===== src/rtl/sd_card_dat_responder.sv =====
// Card-side SD DAT engine: receives host write blocks (CRC16 check, status token, busy)
// and transmits read blocks, in 1-bit or 4-bit bus mode, one block per command.
module sd_card_dat_responder #(
  parameter int unsigned block_size  = 512,
  parameter int unsigned busy_cycles = 8
) (
  input  logic        clk,
  input  logic        reset,
  input  logic        wide_bus,
  input  logic        write_start,
  input  logic        read_start,
  input  logic [3:0]  dat_i,
  output logic [3:0]  dat_o,
  output logic [3:0]  dat_oe,
  input  logic [31:0] rd_word,
  output logic        rd_word_req,
  output logic [31:0] wr_word,
  output logic        wr_word_valid,
  output logic        crc_ok,
  output logic        busy,
  output logic        done
);
  localparam int unsigned Words  = block_size / 4;
  localparam int unsigned WordW  = $clog2(Words + 1);
  localparam int unsigned CntMax = (busy_cycles > 16) ? busy_cycles : 16;
  localparam int unsigned CntW   = $clog2(CntMax + 1);
  localparam logic [WordW-1:0] LastWord   = WordW'(Words - 1);
  localparam logic [WordW-1:0] PenultWord = WordW'(Words - 2);
  localparam logic [CntW-1:0]  BusyLast   = CntW'(busy_cycles - 1);

  typedef enum logic [3:0] {
    StIdle, StRxStart, StRxData, StRxCrc, StRxEnd, StTkGap, StToken, StBusy,
    StTxGap, StTxStart, StTxData, StTxCrc, StTxEnd
  } state_e;

  state_e            state_q, state_d;
  logic              wide_q, wide_d;
  logic [CntW-1:0]   cnt_q, cnt_d;
  logic [4:0]        bit_q, bit_d;
  logic [WordW-1:0]  word_q, word_d;
  logic [31:0]       sh_q, sh_d, hold_q, hold_d;
  logic [3:0][15:0]  crc_q, crc_d;
  logic              err_q, err_d, pend_q, pend_d;
  logic [31:0]       wr_word_q, wr_word_d;
  logic              wr_valid_q, wr_valid_d, crc_ok_q, crc_ok_d, done_q, done_d;

  logic [3:0]  act, prim, tx_bits;
  logic [31:0] rx_word;
  logic        last_bit, last_word;

  function automatic logic [15:0] crc_step(input logic [15:0] c, input logic b);
    return {c[14:0], 1'b0} ^ ((c[15] ^ b) ? 16'h1021 : 16'h0000);
  endfunction

  assign act       = wide_q ? 4'hF : 4'h8;
  assign prim      = wide_q ? 4'h1 : 4'h8;
  assign last_bit  = wide_q ? (bit_q == 5'd7) : (bit_q == 5'd31);
  assign last_word = (word_q == LastWord);
  assign rx_word   = wide_q ? {sh_q[27:0], dat_i} : {sh_q[30:0], dat_i[3]};
  assign tx_bits   = wide_q ? sh_q[31:28] : {sh_q[31], 3'b111};

  always_comb begin
    state_d     = state_q;
    wide_d      = wide_q;
    cnt_d       = cnt_q;
    bit_d       = bit_q;
    word_d      = word_q;
    sh_d        = sh_q;
    hold_d      = pend_q ? rd_word : hold_q;
    crc_d       = crc_q;
    err_d       = err_q;
    pend_d      = 1'b0;
    wr_word_d   = wr_word_q;
    wr_valid_d  = 1'b0;
    crc_ok_d    = crc_ok_q;
    done_d      = 1'b0;
    rd_word_req = 1'b0;
    dat_o       = 4'hF;
    dat_oe      = 4'h0;

    unique case (state_q)
      StIdle: begin
        if (write_start || read_start) begin
          wide_d = wide_bus;
          cnt_d  = '0;
          bit_d  = '0;
          word_d = '0;
          crc_d  = '0;
          err_d  = 1'b0;
          // Write has priority; a simultaneous read is dropped.
          if (write_start) begin
            state_d = StRxStart;
          end else begin
            state_d     = StTxGap;
            rd_word_req = 1'b1;
            pend_d      = 1'b1;
          end
        end
      end
      StRxStart: if ((dat_i & act) == 4'h0) state_d = StRxData;
      StRxData: begin
        for (int i = 0; i < 4; i++) if (act[i]) crc_d[i] = crc_step(crc_q[i], dat_i[i]);
        sh_d  = rx_word;
        bit_d = bit_q + 5'd1;
        if (last_bit) begin
          wr_word_d  = rx_word;
          wr_valid_d = 1'b1;
          bit_d      = '0;
          word_d     = word_q + 1'b1;
          if (last_word) state_d = StRxCrc;
        end
      end
      StRxCrc: begin
        for (int i = 0; i < 4; i++) begin
          if (act[i] && (dat_i[i] != crc_q[i][15])) err_d = 1'b1;
          crc_d[i] = {crc_q[i][14:0], 1'b0};
        end
        cnt_d = cnt_q + 1'b1;
        if (cnt_q == CntW'(15)) state_d = StRxEnd;
      end
      StRxEnd: begin
        if ((~dat_i & act) != 4'h0) err_d = 1'b1;
        cnt_d   = '0;
        state_d = StTkGap;
      end
      StTkGap: begin
        cnt_d = cnt_q + 1'b1;
        if (cnt_q == CntW'(1)) begin
          cnt_d    = '0;
          state_d  = StToken;
          sh_d     = {(err_q ? 5'b01011 : 5'b00101), 27'd0};
          crc_ok_d = ~err_q;
        end
      end
      StToken: begin
        dat_oe = prim;
        dat_o  = sh_q[31] ? 4'hF : ~prim;
        sh_d   = {sh_q[30:0], 1'b0};
        cnt_d  = cnt_q + 1'b1;
        if (cnt_q == CntW'(4)) begin
          cnt_d   = '0;
          state_d = StBusy;
        end
      end
      StBusy: begin
        dat_oe = prim;
        dat_o  = ~prim;
        cnt_d  = cnt_q + 1'b1;
        if (cnt_q == BusyLast) begin
          state_d = StIdle;
          done_d  = 1'b1;
        end
      end
      StTxGap: begin
        cnt_d = cnt_q + 1'b1;
        if (cnt_q == CntW'(1)) state_d = StTxStart;
      end
      StTxStart: begin
        dat_oe  = act;
        dat_o   = ~act;
        sh_d    = hold_q;
        state_d = StTxData;
        if (Words > 1) begin
          rd_word_req = 1'b1;
          pend_d      = 1'b1;
        end
      end
      StTxData: begin
        dat_oe = act;
        dat_o  = tx_bits;
        for (int i = 0; i < 4; i++) if (act[i]) crc_d[i] = crc_step(crc_q[i], tx_bits[i]);
        sh_d  = wide_q ? {sh_q[27:0], 4'h0} : {sh_q[30:0], 1'b0};
        bit_d = bit_q + 5'd1;
        if (last_bit) begin
          bit_d = '0;
          if (last_word) begin
            cnt_d   = '0;
            state_d = StTxCrc;
          end else begin
            sh_d   = hold_q;
            word_d = word_q + 1'b1;
            // The word just moved in is the last one; nothing left to prefetch.
            if (word_q != PenultWord) begin
              rd_word_req = 1'b1;
              pend_d      = 1'b1;
            end
          end
        end
      end
      StTxCrc: begin
        dat_oe = act;
        for (int i = 0; i < 4; i++) begin
          dat_o[i] = act[i] ? crc_q[i][15] : 1'b1;
          crc_d[i] = {crc_q[i][14:0], 1'b0};
        end
        cnt_d = cnt_q + 1'b1;
        if (cnt_q == CntW'(15)) state_d = StTxEnd;
      end
      StTxEnd: begin
        dat_oe  = act;
        state_d = StIdle;
        done_d  = 1'b1;
      end
      default: state_d = StIdle;
    endcase
  end

  always_ff @(posedge clk or negedge reset) begin
    if (!reset) begin
      state_q    <= StIdle;
      wide_q     <= 1'b0;
      cnt_q      <= '0;
      bit_q      <= '0;
      word_q     <= '0;
      sh_q       <= '0;
      hold_q     <= '0;
      crc_q      <= '0;
      err_q      <= 1'b0;
      pend_q     <= 1'b0;
      wr_word_q  <= '0;
      wr_valid_q <= 1'b0;
      crc_ok_q   <= 1'b0;
      done_q     <= 1'b0;
    end else begin
      state_q    <= state_d;
      wide_q     <= wide_d;
      cnt_q      <= cnt_d;
      bit_q      <= bit_d;
      word_q     <= word_d;
      sh_q       <= sh_d;
      hold_q     <= hold_d;
      crc_q      <= crc_d;
      err_q      <= err_d;
      pend_q     <= pend_d;
      wr_word_q  <= wr_word_d;
      wr_valid_q <= wr_valid_d;
      crc_ok_q   <= crc_ok_d;
      done_q     <= done_d;
    end
  end

  assign wr_word       = wr_word_q;
  assign wr_word_valid = wr_valid_q;
  assign crc_ok        = crc_ok_q;
  assign done          = done_q;
  assign busy          = (state_q != StIdle);

endmodule


===== config.mk =====
export PLATFORM = sky130hd
export DESIGN_NAME = sd_card_dat_responder
export DESIGN_NICKNAME = d
export VERILOG_FILES = /design/src/rtl/sd_card_dat_responder.sv
export SDC_FILE = /design/constraint.sdc
export NUM_CORES = 1
export LEC_CHECK = 0
export ABC_CLOCK_PERIOD_IN_PS = 2300
export CORE_ASPECT_RATIO = 0.6
export CORE_UTILIZATION = 52
export DETAILED_ROUTE_END_ITERATION = 10
export GPL_TIMING_DRIVEN = 0
export PLACE_DENSITY = 0.86
export SETUP_SLACK_MARGIN = 0.1
export SYNTH_ARGS = -nofsm -noshare
export SYNTH_HDL_FRONTEND = slang
export SYNTH_SLANG_ARGS = --single-unit

===== constraint.sdc =====
create_clock -name clk -period 2.3 [get_ports clk]
set_input_delay 0.46 -clock clk [delete_from_list [all_inputs] [get_ports clk]]
set_output_delay 0.46 -clock clk [all_outputs]
set_load 0.02 [all_outputs]

# After elaboration in Yosys (flattened, before gate mapping)
# Cells that the tools add are included.
# totals
ff_bits	188
latchBits	0
ram_bits	0
mem_bits_ro	0
inputBits	41
out_inout_bits	45
wordCells	202
mem_count	0
# op_classes
addsub	3
multipliers	0
n_div	0
magnitude_cmp	0
eq_ne	47
shift	0
muxes	80
bitwise	22
n_reduce_logical	33
# op_table
cell	n
one-hot mux 64 bit (4 select lines)	1
2-to-1 mux 32 bit	5
one-hot mux 32 bit (5 select lines)	1
2-to-1 mux 16 bit	8
bitwise XOR 16 x 13 -> 16 bit	8
2-to-1 mux 13 bit	8
2-to-1 mux 4 bit	16
2-to-1 mux 64 bit	1
one-hot mux 4 bit (12 select lines)	1
!= test 2 bit (second input constant)	22
2-to-1 mux 8 bit	4
2-to-1 mux 5 bit	6
one-hot mux 5 bit (6 select lines)	1
one-hot mux 8 bit (3 select lines)	1
AND reduction 4 bit	6
equality test 4 bit (second input constant)	5
one-hot mux 4 bit (5 select lines)	1
2-to-1 mux 1 bit	19
equality test 4 x 3 -> 1 bit (second input constant)	4
equality test 5 x 3 -> 1 bit (second input constant)	3
NOT 4 bit	3
AND reduction 12 bit	1
nonzero test 4 bit	3
adder 5 x 1 -> 5 bit (second input constant)	2
30 further kinds	55

# Depth between registers and ports, before layout
# Gate-level depths: netlist (run 1).
# depth
ltp_word	7
mapped_depth	9
depth_no_buf	7

# Least setup slack after synthesis (run 1)
# No wires, ideal clock.
# synth_timing
path_type	reg-to-output
startpoint	register state_q[0]
endpoint	output port dat_oe[2]
arrival_time_ps	1793
t_required_ps	1840
setup_slack_ps	47
stages_incl_launch_ff	7
n_path_buf	3
path_cell_list	dfrtp_1 -> buf_2 -> buf_2 -> nor2_1 -> xnor2_1 -> nor3_1 -> buf_4
# synth_between
elab_chain_len	3
word_cells_on_any_way	9
classes_between	6 x eq/ne; 1 x mux; 2 x reduce/logical
# synth_lines
element	line	rtl
start, declared	36	state_e state_q, state_d;
start signal, assigned	210	state_q <= StIdle;
start signal, assigned	225	state_q <= state_d;
equality test 4 bit or equality test 4 x 3 -> 1 bit (tied branches)	81	unique case (state_q)
OR reduction 4 bit (no line) or OR reduction 2 bit (tied branches)	n/a	
one-hot mux 4 bit (2 select lines) *	81	
end, declared	14	output logic [3:0] dat_oe,
# Mark *: on every way between the ends. The rest lies on a longest branch, timed or not.

# Worst setup path after layout (run 1)
# layout_timing
startpoint	register state_q[3]
endpoint	output port dat_o[0]
# layout_between
elab_chain_len	2
word_cells_on_any_way	6
classes_between	5 x eq/ne; 1 x mux
# layout_lines
element	line	rtl
equality test 4 bit or equality test 4 x 3 -> 1 bit (tied branches)	81	
one-hot mux 4 bit (5 select lines) *	81	
end, declared	13	output logic [3:0] dat_o,
# Marks and branches as above.

==> metrics.yaml, run 1 <==
cts:
  cts_buffers: 17
  clk_path_buf_depth: 2
  path_clk_slew_ns: 0.09
  htreeDepth: 4
  worst_skew_pair.late_latency_ns: 0.46
  cts.sinks: 188
  root_buffer: "clkbuf_16"
  cts_tree: "done"
grt:
  grt_overflow: 0
  grt_pass1_vias: 8139
  antenna_found_initial: 1
  grt_pass1_wl_um: 44150
  grt_max_degree: 127
  grt_use_total_pct: 32.22
floorplanning:
  io_pins: 86
  coreArea_um2: 16620
  initial_core_util_pct: 54.53
  die_x_um: 172.4
  die_y_um: 104.3
  die_area_um2: 17980
  rows: 36
final_layout:
  post-route-util_pct: 76.99
  antenna_cells: 0
  final_nets: 1124
  fill_cells: 865
  finalInstanceArea_um2: 12800
  area.growth.synth_to_final_pct: 41.19
  drive_above_1_share_pct: 31.71
  layoutNonFillerInstCount: 1316
power:
  irDropWorstVdd_mv: 0.6954
  pwr-share-comb_pct: 54.1
  p_sw_share_pct: 44.81
  p_int_mw: 10.62
  pwr-share-clk_pct: 15.9
  p_per_area_nw_per_um2: 1503
  cellLeakagePower_nw: 5.499
  total_power_mw: 19.23
  p_sw_mw: 8.619
  seq_power_share_pct: 30.0
logic_synthesis:
  synth.top_cell.area_share_pct: 51.91
  netlist_area_um2: 9064
  synth.distinct_cells: 69
  synth_xor_area_share_pct: 1.449
  yosysTopAreaCell: "dfrtp_1"
  syn_area_per_cell_um2: 10.23
  synth.area.top_cells: "dfrtp_1, a21oi_1, mux2i_1"
  synth_fa_ha_area_share_pct: 0.9663
  synth_mux_area_share_pct: 9.001
  synth_edf_count: 0
  yosys_warnings: 0
  synth_compound_area_share_pct: 19.73
  ys_ff_latch: 188
  syn_nets: 934
  ys.flop_type: "dfrtp_1"
  postSynthCellCount: 886
  ys_seq_area_share_pct: 51.91
  async_reset_ff_share_pct: 100.0
  synth_simple_gate_area_share_pct: 13.34
  synth_top_family_by_area: "compound AO/OA/AOI/OAI gates"
run:
  cap_violations: 0
sta:
  worst_slew_pin_slew_ns: 0.9981
  hold_viol: 0
  setup_viol: 78
  rsz0062_at_grt: "yes"
  holdWs_ns: 0.4864
  fmax_mhz: 385.8
  layout_setup_ws_ns: -0.2917
  period_share_pct: 112.7
  fin_crit_ns: 2.592
  drv_slew: 0
  clock_skew_ns: 0.02199
  timing.setup.tns_ns: -8.550
  slew_headroom_pct: 33.46
placed_design:
  dp_cells: 1200
  placed_area_um2: 10240
  place_congestion: 0.9372
  io_buffers: 85
  dp_slack_ns: -0.7487
  dp_hpwl_um: 16900
worst_setup_path:
  crit_start: "state_q[3]$_DFFE_PN0P_"
  cp_slowest_cell: "dfrtp_1"
  endpoint_kind: "output pin"
  cpPeakStageDelay_ns: 0.43
  path_max_fanout: 7
  worstReg2RegStart: "state_q[1]$_DFFE_PN0P_"
  cp.required_ns: 1.84
  cp-start-kind: "register"
  critPathTopFamily: "simple AND/OR/NAND/NOR gates"
  crit_path_cell_trace: "buf_6, nor2b_2, a221o_1, nand2_1, o211ai_1, buf_4"
  worstPathArrival_ns: 2.13
  criticalPathCategory: "register to output pin"
  path_buf_inv: 2
min_path:
  hold_path.class: "register to register"
  min_from: "crc_q[37]$_DFFE_PN0P_"
routing:
  drtPass1Iterations: 9
  drc: 0
  drt_iter0_drc: 1501
  wl_per_cell_um: 27.09
  wl_um: 35650
  dr_total_vias: 9345
  routed_via_density: 7.101
  ant_nets: 0
run_status:
  status: "finished with violations"
  failed_checks: "setup timing"
## synth_stat cells, types with 16 or more instances
cell type / instances
dfrtp_1: 188
a21oi_1: 90
nor2_1: 87
nand2_1: 86
a22o_1: 41
mux2i_1: 41
o21ai_0: 39
clkbuf_1: 38
mux2_2: 35
a221oi_1: 24
nand3_1: 18
buf_2: 16
## logic make-up (layout without fill, tap and decap cells)
| logic type | count (synthesis) | count (layout) |
|---|---|---|
| mux | 77 | 77 |
| simple gates | 257 | 257 |
| fa+ha+maj | 7 | 7 |
| flops | 188 | 188 |
| buf+inv | 78 | 280 |
| compound gates | 264 | 264 |
| xor+xnor | 15 | 15 |
## path summary, 6_finish.rpt
path                                          end  slack [ns]  cells past startpoint
hold / removal              crc_q[37]$_DFFE_PN0P_        0.49                      2
min in group asynchronous    crc_q[1]$_DFFE_PN0P_        0.54                      2
max in group asynchronous  state_q[2]$_DFFE_PN0P_        0.73                      3
setup / recovery                         dat_o[0]       -0.29                      6
hold reg to reg             crc_q[37]$_DFFE_PN0P_        0.49                      2
setup reg to reg             sh_q[16]$_DFFE_PN0P_       -0.28                      9
## cell type report
class / count / area, um2 / area share, %
timing repair buffer: 171 / 1654 / 12.93
tap: 228 / 285.3 / 2.229
clock buffer: 18 / 429.2 / 3.354
clock inverter: 13 / 157.7 / 1.232
multi-input combinational: 620 / 4856 / 37.94
inverter: 14 / 60.06 / 0.4693
sequential: 188 / 4708 / 36.79
buffer: 64 / 646.9 / 5.055
## what timing repair did
action	in CTS	in global routing
setup endpoints to repair	140	139
resized for setup	210	163
setup buffers	40	39
hold buffers	1	0
pin swaps	20	42
endpoints found under the hold margin	62	0
gates cloned	2	5
## tightest hold or removal path: stages (launching register included)
cell and delay (ns):
dfrtp_1 0.35, nand2_1 0.05, nand3_1 0.05
## registers in the layout, indices dropped and copies added, names as in the netlist, 4 cells and up
name,flops
bit_q,5
crc_q,64
state_q,4
cnt_q,5
hold_q,32
sh_q,32
wr_word,32
word_q,8
## metal layers
layer	vias up	GRT usage, %	wire length [um]
met4	0	16.69	2809
met5	-	0	0
met2	968	43.72	14750
met3	342	8.904	5156
met1	4423	46.65	12930
li1	3612	-	-
## power groups by stage
stage | clock network, mW | registers, mW | logic (mW)
after floorplan | 0 | 5.12 | 4.42
after detailed placement | 0 | 5.43 | 6.03
after global routing | 3.18 | 5.82 | 10.7
after CTS | 3.02 | 5.43 | 7.48
final | 3.07 | 5.77 | 10.4
after global placement | 0 | 5.40 | 5.81
## cell usage in the layout (no fill, tap or decap), drive strengths merged, types with 10 or more instances in the layout
cell / count
dfrtp: 188
buf: 133
a21oi: 90
nor2: 88
nand2: 86
clkdlybuf4s50: 73
clkbuf: 45
a22o: 41
mux2i: 41
o21ai: 39
mux2: 36
a221oi: 25
inv: 21
nand3: 18
or4: 11
nand2b: 10
o22ai: 10
Power figures use the tool's default switching activity.
==> run 2, diff against run 1 <==
- CORE_UTILIZATION: 52 -> 38
- PLACE_DENSITY: 0.86 -> 0.69
==> run 2 against run 1 <==
Global-route usage fell by 10 points. Via count fell by 11%. Clock skew fell by 0.010 ns. Maximum frequency rose by 3.2%. Register-to-register slack improved by 0.22 ns. Worst hold slack got worse by 0.0020 ns. The run still ends with setup timing left. Combinational power fell by 6%. Die area rose by 36%. Wire length fell by 16%. Critical path depth fell by 1.
==> metrics.yaml, run 2 (same netlist as run 1, synthesis figures left out) <==
run_status:
  status: "finished with violations"
  failed_checks: "setup timing"
routing:
  drc: 0  # unchanged
  ant_nets: 0  # unchanged
  wl_um: 29790  # -16%
  wl_per_cell_um: 21.14  # -22%
  drtPass1Iterations: 6  # -3
  drt_iter0_drc: 914  # -39%
  dr_total_vias: 8321  # -11%
  routed_via_density: 5.906  # -17%
worst_setup_path:
  worstPathArrival_ns: 2.05  # -0.08 ns
  worstReg2RegStart: "state_q[2]$_DFFE_PN0P_"
  path_max_fanout: 5  # -2
  criticalPathCategory: "register to output pin"
  cp-start-kind: "register"
  cp.required_ns: 1.84  # about the same
  endpoint_kind: "output pin"
  crit_start: "state_q[1]$_DFFE_PN0P_"
  r2r_slack_ns: -0.06  # +0.22 ns
sta:
  fmax_mhz: 398.1  # +3.2%
  layout_setup_ws_ns: -0.2118  # +0.07988 ns
  slew_headroom_pct: 39.07  # +5.6 points
  fin_crit_ns: 2.512  # -0.07988 ns
  drv_slew: 0  # unchanged
  worst_slew_pin_slew_ns: 0.9139  # -0.08419 ns
  period_share_pct: 109.2  # -3.5 points
  setup_viol: 27  # -65%
  rsz0062_at_grt: "yes"
  clock_skew_ns: 0.01180  # -0.01019 ns
  hold_viol: 0  # unchanged
  holdWs_ns: 0.4844  # -0.002028 ns
min_path:
  min_from: "crc_q[28]$_DFFE_PN0P_"
  hold_path.class: "register to register"
power:
  p_sw_share_pct: 41.97  # -2.8 points
  p_sw_mw: 7.734  # -10%
  p_int_mw: 10.69  # +0.73%
  pwr-share-clk_pct: 16.8  # +0.9 points
  total_power_mw: 18.43  # -4.2%
  cellLeakagePower_nw: 5.493  # -0.12%
  pwr-share-comb_pct: 53.0  # -1.1 points
  p_per_area_nw_per_um2: 1430  # -4.8%
  irDropWorstVdd_mv: 0.6952  # about the same
  seq_power_share_pct: 30.2  # +0.2 points
floorplanning:
  die_x_um: 201.4  # +17%
  die_area_um2: 24490  # +36%
  coreArea_um2: 23240  # +40%
  initial_core_util_pct: 39.00  # -16 points
  rows: 43  # +19%
  die_y_um: 121.6  # +17%
  io_pins: 86  # unchanged
grt:
  antenna_found_initial: 0  # -1
  busiest_layer: "met1"
  grtUsageMet2_pct: 28.66  # -15 points
  use_met1_pct: 35.08  # -12 points
  grt_pass1_vias: 7385  # -9.3%
  grt_use_total_pct: 21.95  # -10 points
  grt_overflow: 0  # unchanged
  grt_max_degree: 114  # -10%
  grt_pass1_wl_um: 41680  # -5.6%
  met3_usage_pct: 5.484  # -3.4 points
final_layout:
  final_nets: 1128  # +0.36%
  layout_common_cells: "dfrtp_1, nand2_1, buf_4, clkdlybuf4s50_1, a21oi_1"
  largest_register: "crc_q"
  area.growth.synth_to_final_pct: 42.13
  layoutNonFillerInstCount: 1409  # +7.1%
  drive_above_1_share_pct: 31.11  # -0.60 points
  largest_reg_flops: 64  # unchanged
  layout_commonest_cell: "dfrtp_1"
placed_design:
  dp_cells: 1287  # +7.2%
  dp_hpwl_um: 18130  # +7.3%
  io_buffers: 85  # unchanged
  place_congestion: 0.9210  # -1.7%
run:
  cap_violations: 0  # unchanged
cts:
  cts.sinks: 188  # unchanged
  cts_buffers: 17  # unchanged
  htreeDepth: 4  # unchanged
  clk_path_buf_depth: 2  # unchanged
  worst_skew_pair.late_latency_ns: 0.46  # about the same
  root_buffer: "clkbuf_16"
  path_clk_slew_ns: 0.07  # -0.02 ns
  cts_tree: "done"
-- run 2: changes by cell type in the layout (fill, tap and decap cells not counted), sizes merged --
| cell | before | now |
|---|---|---|
| diode | 0 | 1 |
| o211ai | 9 | 10 |
| clkinv | 1 | 6 |
| inv | 21 | 18 |
| clkbuf | 45 | 47 |
| clkdlybuf4s50 | 73 | 74 |
| dlygate4sd2 | 1 | 0 |
-- run 2: path summary, 6_finish.rpt --
path	end	cells past startpoint
worst max-delay path	rd_word_req	5
worst min-delay path	crc_q[28]$_DFFE_PN0P_	2
worst max register to register	crc_q[37]$_DFFE_PN0P_	9
worst min register to register	crc_q[28]$_DFFE_PN0P_	2
max in group asynchronous	sh_q[21]$_DFFE_PN0P_	3
min in group asynchronous	crc_q[19]$_DFFE_PN0P_	2
-- run 2: metal layers --
metal	vias to the layer above	wire length [um]
li1	3636	-
met4	0	803
met3	79	2731
met1	4121	13850
met5	-	0
met2	485	12410
-- run 2: power by group through the flow --
stage | Sequential, mW | Combinational [mW] | Clock [mW]
after floorplan | 5.12 | 4.42 | 0
after global placement | 5.43 | 5.95 | 0
after global routing | 5.68 | 10.3 | 3.26
final | 5.57 | 9.76 | 3.09
after CTS | 5.41 | 7.14 | 3.12
after detailed placement | 5.45 | 6.10 | 0
-- run 2: through the flow --
step / TNS (ns) / setup slack [ns] / instance area (um2) / util [%]
after floorplan: 0 / 0.1850 / 9069 / -
after global placement: -1383.87 / -7.173 / 10310 / 44.37
after detailed placement: -41.88 / -0.8410 / 10350 / 44.51
after CTS: -0.6922 / -0.1677 / 11650 / 50.14
after global routing: -3.269 / -0.2399 / 12880 / 55.42
final: -1.013 / -0.2118 / 12880 / 55.43
-- run 2: area by class of cell --
cell class	instances	area [um2]
Sequential cell	188	4710
Antenna cell	1	2.502
Clock buffer	17	425.4
Buffer	61	614.3
Inverter	14	68.82
Multi-Input combinational cell	621	4740
Clock inverter	15	182.7
Fill cell	1917	10360
Timing Repair Buffer	177	1745
Tap cell	315	394.1
-- run 2: worst max-delay path, cell delays in order, from the launching register on --
cell and delay [ns]:
dfrtp_2 0.46, or4_4 0.56, nor3b_4 0.25, nor2_2 0.08
o31ai_4 0.08, buf_6 0.16
-- run 2: repair_timing --
item	4_1_cts	5_1_grt
gates cloned	0	9
setup buffers	30	53
pin swaps	17	37
hold buffers	1	0
gates resized for setup	182	197
endpoints found under the setup margin	141	126
hold endpoints to repair	1	0
==> run 3, diff against run 2 <==
- GPL_TIMING_DRIVEN: 0 -> unset
==> run 3 against run 2 <==
The flow still finishes with violations (setup timing). Sequential share of layout area up 0.52 points. Global-route usage decreased by 0.59 points. Register-to-register slack is essentially flat. Sequential cell count unchanged. Setup slack better by 0.11 ns. Utilization shrank 0.82 points. Wire length is 5.4% lower. Critical path type unchanged. Highest routed layer unchanged.
==> metrics.yaml, run 3 (same netlist as run 1, synthesis figures left out) <==
sta:
  timing.setup.tns_ns: -0.4623  # +0.5505 ns
  period_share_pct: 104.6  # -4.6 points
  layout_setup_ws_ns: -0.1053  # +0.1065 ns
  fmax_mhz: 415.8  # +4.4%
  clock_skew_ns: 0.01092  # -0.0008765 ns
  hold_viol: 0  # unchanged
  setup_viol: 20  # -26%
  holdWs_ns: 0.4848  # +0.0003610 ns
  slew_headroom_pct: 45.73  # +6.7 points
  drv_slew: 0  # unchanged
  rsz0062_at_grt: "yes"
  worst_slew_pin_slew_ns: 0.8055  # -0.1084 ns
  fin_crit_ns: 2.405  # -0.1065 ns
power:
  pwr-share-comb_pct: 52.5  # -0.5 points
  irDropWorstVdd_mv: 0.8203  # +18%
  seq_power_share_pct: 31.4  # +1.2 points
  total_power_mw: 17.76  # -3.6%
  cellLeakagePower_nw: 5.474  # -0.35%
  pwr-share-clk_pct: 16.1  # -0.7 points
  p_sw_mw: 7.396  # -4.4%
  p_int_mw: 10.36  # -3.1%
  p_per_area_nw_per_um2: 1399  # -2.2%
  p_sw_share_pct: 41.66  # -0.32 points
floorplanning:
  io_pins: 86  # unchanged
  initial_core_util_pct: 39.00  # unchanged
  rows: 43  # unchanged
  die_x_um: 201.4  # unchanged
  coreArea_um2: 23240  # unchanged
  die_y_um: 121.6  # unchanged
  die_area_um2: 24490  # unchanged
worst_setup_path:
  worstReg2RegStart: "state_q[3]$_DFFE_PN0P_"
  cp-endpoint: "rd_word_req"
  cp_slowest_cell: "or4_4"
  path_buf_inv: 1  # unchanged
  cp-start-kind: "register"
  path_max_fanout: 2  # -3
  worstReg2RegEnd: "sh_q[8]$_DFFE_PN0P_"
  crit_cells: 5  # unchanged
  rr_worst_depth: 10  # +1
  endpoint_kind: "output pin"
  criticalPathCategory: "register to output pin"
  cp.required_ns: 1.84  # about the same
  critPathTopFamily: "simple AND/OR/NAND/NOR gates"
  cpPeakStageDelay_ns: 0.57  # about the same
  crit_start: "state_q[0]$_DFFE_PN0P_"
  r2r_slack_ns: -0.05  # about the same
  crit_path_cell_trace: "or4_4, nor3b_4, nor2_2, o31ai_4, buf_6"
  worstPathArrival_ns: 1.95  # -0.10 ns
final_layout:
  layout_common_cells: "dfrtp_1, buf_4, nand2_1, a21oi_1, nor2_1"
  antenna_cells: 0  # -1
  layoutNonFillerInstCount: 1391  # -1.3%
  largest_register: "crc_q"
  area.growth.synth_to_final_pct: 40.02
  final_nets: 1111  # -1.5%
  finalInstanceArea_um2: 12690  # -1.5%
  largest_reg_flops: 64  # unchanged
  layout_commonest_cell: "dfrtp_1"
  post-route-util_pct: 54.60  # -0.82 points
  drive_above_1_share_pct: 29.46  # -1.6 points
grt:
  grt_use_total_pct: 21.36  # -0.59 points
  antenna_found_initial: 0  # unchanged
  grt_pass1_vias: 7333  # -0.70%
  grt_pass1_wl_um: 40760  # -2.2%
  grt_max_degree: 55  # -52%
  grt_overflow: 0  # unchanged
placed_design:
  dp_slack_ns: -0.3490  # +0.4920 ns
  placed_area_um2: 10890  # +5.3%
  dp_cells: 1315  # +2.2%
  io_buffers: 85  # unchanged
  place_congestion: 0.8805  # -4.4%
  dp_hpwl_um: 16870  # -7.0%
run_status:
  failed_checks: "setup timing"
  status: "finished with violations"
routing:
  drt_iter0_drc: 626  # -32%
  wl_um: 28180  # -5.4%
  ant_nets: 0  # unchanged
  drc: 0  # unchanged
  wl_per_cell_um: 20.26  # -4.2%
  drtPass1Iterations: 5  # -1
  routed_via_density: 5.792  # -1.9%
  dr_total_vias: 8056  # -3.2%
cts:
  clk_path_buf_depth: 2  # unchanged
  htreeDepth: 4  # unchanged
  cts_tree: "done"
  worst_skew_pair.late_latency_ns: 0.45  # about the same
  path_clk_slew_ns: 0.07  # about the same
  cts.sinks: 188  # unchanged
  cts_buffers: 17  # unchanged
  root_buffer: "clkbuf_16"
run:
  cap_violations: 0  # unchanged
min_path:
  hold_path.class: "register to register"
-- run 3: timing repair --
action                                 in CTS  in global routing
setup endpoints to repair                 102                 85
buffers inserted                           17                 16
resized for setup                         103                108
endpoints found under the hold margin      49                  0
pin swaps                                  11                 32
gates cloned                                2                  9
hold buffers                                1                  0
-- run 3: power groups by stage --
| stage | logic [mW] | clock network [mW] | registers [mW] |
|---|---|---|---|
| finish | 9.32 | 2.86 | 5.58 |
| global placement | 6.55 | 0 | 5.40 |
| detailed placement | 6.70 | 0 | 5.42 |
| floorplan | 4.42 | 0 | 5.12 |
| CTS | 7.30 | 2.90 | 5.40 |
| global route | 9.86 | 3.04 | 5.71 |
-- run 3: routing by layer --
layer | track usage, % | up-vias | part of all wire (%)
met5 | 0 | - | 0
met4 | 5.256 | 0 | 1.2
met3 | 4.869 | 35 | 7.4
met2 | 29.76 | 335 | 43
met1 | 32.97 | 4080 | 49
li1 | - | 3606 | -
-- run 3: worst min-delay path: cells and delay by family (launching register included) --
kind / cells / cell delay (ns)
flip-flops: 1 / 0.34
AND/OR/NAND/NOR: 2 / 0.12
-- run 3: worst min-delay path by stage --
| stage | start | endpoint | slack (ns) | cells past startpoint |
|---|---|---|---|---|
| final | crc_q[5]$_DFFE_PN0P_ | crc_q[5]$_DFFE_PN0P_ | 0.48 | 2 |
| after CTS | crc_q[44]$_DFFE_PN0P_ | crc_q[44]$_DFFE_PN0P_ | 0.48 | 2 |
| after global routing | crc_q[44]$_DFFE_PN0P_ | crc_q[45]$_DFFE_PN0P_ | 0.51 | 1 |
| after floorplan | reset | bit_q[0]$_DFFE_PN0P_ | 0.16 | 0 |
| after global placement | reset | crc_q[42]$_DFFE_PN0P_ | 0.46 | 1 |
| after detailed placement | reset | crc_q[42]$_DFFE_PN0P_ | 0.46 | 1 |
-- run 3: area by class of cell --
cell class                      count  area, um2
Multi-Input combinational cell    621       4672
Fill cell                        1965      10550
Clock inverter                     12      106.4
Timing Repair Buffer              221       2300
Inverter                           14      56.30
Clock buffer                       20      456.7
Sequential cell                   188       4706
Tap cell                          315      394.1
